**src/rtl/fpu_op_sequencer.sv**
```systemverilog
// fpu_op_sequencer: loads two operand words (A then B) for an external FPU, holds them
// stable for HOLD_CYCLES cycles, then captures the FPU result and status and offers them
// on a valid/ready output. Keeps saturating overflow/underflow counters and a wrapping
// count of delivered results.
//
// Ports:
//   clock_100Khz   sole clock, rising edge
//   reset          synchronous active-high reset
//   in_valid/in_ready/in_data      operand input handshake (first word A, second B)
//   op_a_out/op_b_out              registered operands driven to the FPU
//   fpu_data_in/fpu_status_in      FPU result and status (0=OVF 1=UNF 2=EXACT 3=INEXACT)
//   res_valid/res_ready/res_data/res_status   captured result handshake
//   ovf_cnt/unf_cnt                saturating 8-bit overflow/underflow result counters
//   op_cnt                         wrapping 16-bit count of completed result handshakes
module fpu_op_sequencer #(
    parameter int unsigned HOLD_CYCLES = 64  // legal range 2..255
) (
    input  logic        clock_100Khz,
    input  logic        reset,
    input  logic        in_valid,
    output logic        in_ready,
    input  logic [31:0] in_data,
    output logic [31:0] op_a_out,
    output logic [31:0] op_b_out,
    input  logic [31:0] fpu_data_in,
    input  logic [3:0]  fpu_status_in,
    output logic        res_valid,
    input  logic        res_ready,
    output logic [31:0] res_data,
    output logic [3:0]  res_status,
    output logic [7:0]  ovf_cnt,
    output logic [7:0]  unf_cnt,
    output logic [15:0] op_cnt
);

    typedef enum logic [1:0] {StLoadA, StLoadB, StWait, StOutput} state_e;

    localparam logic [7:0] HoldLast   = 8'(HOLD_CYCLES - 1);
    localparam logic [3:0] StatusOvf  = 4'd0;
    localparam logic [3:0] StatusUnf  = 4'd1;
    localparam logic [3:0] StatusExact = 4'd2;

    state_e     state_q, state_d;
    logic [7:0] hold_q;

    logic accept_a;
    logic accept_b;
    logic capture;
    logic res_hs;

    // Qualified events shared by the FSM and the datapath.
    always_comb begin
        accept_a = (state_q == StLoadA) && in_valid && in_ready;
        accept_b = (state_q == StLoadB) && in_valid && in_ready;
        capture  = (state_q == StWait) && (hold_q == HoldLast);
        res_hs   = (state_q == StOutput) && res_ready;
    end

    // State register.
    always_ff @(posedge clock_100Khz) begin
        if (reset) begin
            state_q <= StLoadA;
        end else begin
            state_q <= state_d;
        end
    end

    // Next-state logic.
    always_comb begin
        state_d = state_q;
        unique case (state_q)
            StLoadA:  if (accept_a) state_d = StLoadB;
            StLoadB:  if (accept_b) state_d = StWait;
            StWait:   if (capture)  state_d = StOutput;
            StOutput: if (res_hs)   state_d = StLoadA;
            default:  state_d = StLoadA;
        endcase
    end

    // FSM outputs.
    always_comb begin
        in_ready = (state_q == StLoadA) || (state_q == StLoadB);
    end

    // Operand, hold counter, result and statistics registers.
    always_ff @(posedge clock_100Khz) begin
        if (reset) begin
            hold_q     <= 8'd0;
            op_a_out   <= 32'd0;
            op_b_out   <= 32'd0;
            res_valid  <= 1'b0;
            res_data   <= 32'd0;
            res_status <= StatusExact;
            ovf_cnt    <= 8'd0;
            unf_cnt    <= 8'd0;
            op_cnt     <= 16'd0;
        end else begin
            if (accept_a) begin
                op_a_out <= in_data;
            end
            if (accept_b) begin
                op_b_out <= in_data;
                hold_q   <= 8'd0;
            end else if (state_q == StWait) begin
                hold_q <= hold_q + 8'd1;
            end
            if (capture) begin
                res_data   <= fpu_data_in;
                res_status <= fpu_status_in;
                res_valid  <= 1'b1;
                // Codes above 3 are passed through but counted nowhere.
                if (fpu_status_in == StatusOvf && ovf_cnt != 8'hFF) begin
                    ovf_cnt <= ovf_cnt + 8'd1;
                end
                if (fpu_status_in == StatusUnf && unf_cnt != 8'hFF) begin
                    unf_cnt <= unf_cnt + 8'd1;
                end
            end
            if (res_hs) begin
                res_valid <= 1'b0;
                op_cnt    <= op_cnt + 16'd1;
            end
        end
    end

endmodule

```
**config.mk**
```make
export PLATFORM = sky130hd
export DESIGN_NAME = fpu_op_sequencer
export DESIGN_NICKNAME = d
export VERILOG_FILES = /design/src/rtl/fpu_op_sequencer.sv
export SDC_FILE = /design/constraint.sdc
export NUM_CORES = 1
export LEC_CHECK = 0
export ABC_AREA = 1
export CAP_MARGIN = 20
export CORE_MARGIN = 2
export CORE_UTILIZATION = 45
export DETAILED_ROUTE_END_ITERATION = 12
export HOLD_SLACK_MARGIN = 0.08
export PLACE_DENSITY = 0.89
export REMOVE_ABC_BUFFERS = 1
export SYNTH_ARGS = -nofsm -noshare
export SYNTH_HDL_FRONTEND = slang
export SYNTH_SLANG_ARGS = --single-unit
```
**constraint.sdc**
```tcl
create_clock -name clock_100Khz -period 1.95 [get_ports clock_100Khz]
set_clock_uncertainty 0.15 [all_clocks]
set_input_delay 0.2925 -clock clock_100Khz [delete_from_list [all_inputs] [get_ports clock_100Khz]]
set_output_delay 0.2925 -clock clock_100Khz [all_outputs]
set_load 0.05 [all_outputs]
```
==> metrics <==
status=finished clean; dpl hpwl=11100 um; die area=approximately 14000 um2; Startpoint Class=flop; Seq/Total Area, Yosys=between 40% and 50%; ys async rst share=0%; Worst Path Max Fanout=4; GP Congestion=0.852; Data arrival, critical path=about 1.4 ns; CTS tree=built; Synth Register Bits=around 140; Multi-input gate area=2550 um2; TNS Setup=0 ns; post-route ant nets=0; FILL cells=between 1000 and 1500; Reg clk slew, reported paths=approximately 0.06 ns; die height=around 120 um; Ys Warns=0; RSZ-0062 raised after global routing=false; Starting Density=between 40 and 50%; Top Ports=between 200 and 250; fmax=541 MHz; Post CTS Setup Buffer Count=0; WL per Instance=around 14 um; first-pass GRT wire length=roughly 25000 um; Place WS=around 0.029 ns; first-pass iteration count of the detailed router=4; top_reg_cell synth=dfxtp_1; CTS hold repair buffers=0; Post-Syn Area per Cell=between 7 and 8 um2; Setup Viol. Count Final=0; vias per std cell=4.90; Post-synth EDFFs=0; Cell variety after synth=32; Worst Setup End Kind=primary output; final core occ=between 60 and 70%; # diodes=0; CTS buffer count=17; leakage power=roughly 3.8 nW; Critical Path RT=around 1.5 ns; PortBufs=approximately 200; Crit Path Class=reg2out; initial antenna violation count=0; Max-Cap Viols=0; Vias=between 5000 and 6000; Routed Wire Length=15900 um; core area=roughly 13000 um2; clock tree buffer depth=2; setup ws final=0.102 ns; Skew-Pair Late Insertion Delay=about 0.41 ns; PwrDens=approximately 1200 nW/um2; Synth top cells by count=nor2_1, dfxtp_1, o21ai_0; Num Clock Sinks=~140; # H-tree levels=4; Yosys top cell by area=dfxtp_1; Nets=roughly 1100; Die X=between 100 and 150 um; layout cell share with drive strength beyond 1=between 10% and 20%; most frequent cell after synthesis=nor2_1; DRT iter0 DRCs=slightly above 400; num rows=41; Peak VDD IR=a little over 0.0008 V; HP Class=in2reg; gr ovfl total=0; area share of the largest cell type after synthesis=between 40% and 50%; largest net degree at the start of global routing=76; worst slew pin tran=0.522 ns; register area=about 2900 um2; synthesized cell area=5740 um2; GRT Total Usage=a little under a quarter; Final Cycle Share=a little over nine tenths; Area Growth Syn to Fin=46.5%; Root Buffer Master=clkbuf_16; Syn Inst Count=776; Slew Viols, Final=0; Final Hold Fails=0; minimum clock period=approximately 1.8 ns; top post-synthesis cells by area=dfxtp_1, nor2_1, o21ai_0; relative max-transition margin=65.4%; vias in the first global route=5400; Post-route DRC=0
-- routing by layer --
| layer | up-vias | wire [um] | track usage, % |
|---|---|---|---|
| met5 | - | 0 | 0 |
| met2 | 171 | 8110 | 41.1 |
| met4 | 0 | 544 | 11.2 |
| li1 | 2872 | - | - |
| met3 | 40 | 890 | 6.28 |
| met1 | 2615 | 6380 | 26.0 |
-- flip-flops by register name, indices dropped and copies added (netlist names) --
signal      cells
op_a_out       32
op_b_out       32
state_q         2
op_cnt         16
ovf_cnt         8
unf_cnt         8
res_valid       1
res_data       32
res_status      4
hold_q          8
-- where the power goes --
part           leakage [nW]  switching [W]  internal, W
registers              1.16       0.000200      0.00332
clock network         0.293        0.00120      0.00208
logic                  2.36        0.00230     0.000986
-- final timing paths --
kind | start | to | slack [ns] | cells past startpoint
worst max-delay path | state_q[0] | in_ready | 0.10 | 5
worst min-delay path | fpu_status_in[3] | res_status[3] | 0.31 | 3
worst max register to register | state_q[0] | ovf_cnt[6] | 0.23 | 10
worst min register to register | op_a_out[17] | op_a_out[17] | 0.32 | 2
-- logic make-up after synthesis --
group	synth area share [%]
simple gates	29.0
compound gates	12.7
flops	49.9
buf+inv	5.91
fa+ha+maj	1.74
xor+xnor	0.763
-- cell type report --
type / instances / share of cell area, %
multi-input combinational: 551 / 30.3
clock buffer: 23 / 6.04
tap: 172 / 2.56
inverter: 47 / 2.10
clock inverter: 9 / 1.25
timing repair buffer: 219 / 23.7
sequential: 143 / 34.1
-- critical path: stages, from the launching register on --
cell,delay [ns]
dfxtp_2,0.36
inv_1,0.06
ha_1,0.22
inv_1,0.06
nand2_1,0.11
buf_12,0.18
-- what timing repair did --
action                     in CTS  in global routing
gates cloned                    0                  0
pin swaps                       0                  0
gates resized for setup        66                  5
setup endpoints to repair      66                  7
-- cells in the final DEF, fill, tap and decap left out, types with 2 or more instances in the layout --
cell             Yosys  layout
a21oi_1             26      26
buf_12               0       7
buf_4                3      75
bufinv_16            0       2
clkbuf_16            0      17
clkbuf_8             0       6
clkdlybuf4s50_1      0      71
clkinv_2             0       3
clkinvlp_4           0       4
dfxtp_1            143     141
dfxtp_2              0       2
dlygate4sd2_1        0      66
ha_1                 8       8
inv_1               46      45
inv_2                1       2
nand2_1             84      84
nand2_4              2       2
nand3_1             19      19
nand3b_1             3       3
nand4_1              6       6
nor2_1             261     258
nor2_2               1       4
nor2_4               9       9
nor3b_1              3       3
o21a_1               2       2
o21ai_0            111     111
o21ai_1              3       3
xor2_1               4       4
-- through the flow --
stage          cells  instance area, um2  hold WS, ns  power, W
2_1_floorplan    741                5580        0.212   0.00571
3_3_place_gp    1132                7870        0.312   0.00691
3_5_place_dp    1132                7870        0.320   0.00699
4_1_cts         1164                8400        0.289    0.0101
5_1_grt         1164                8410        0.323    0.0105
6_report        1164                8410        0.308    0.0101
No activity file was read; power rests on OpenSTA's default activity.
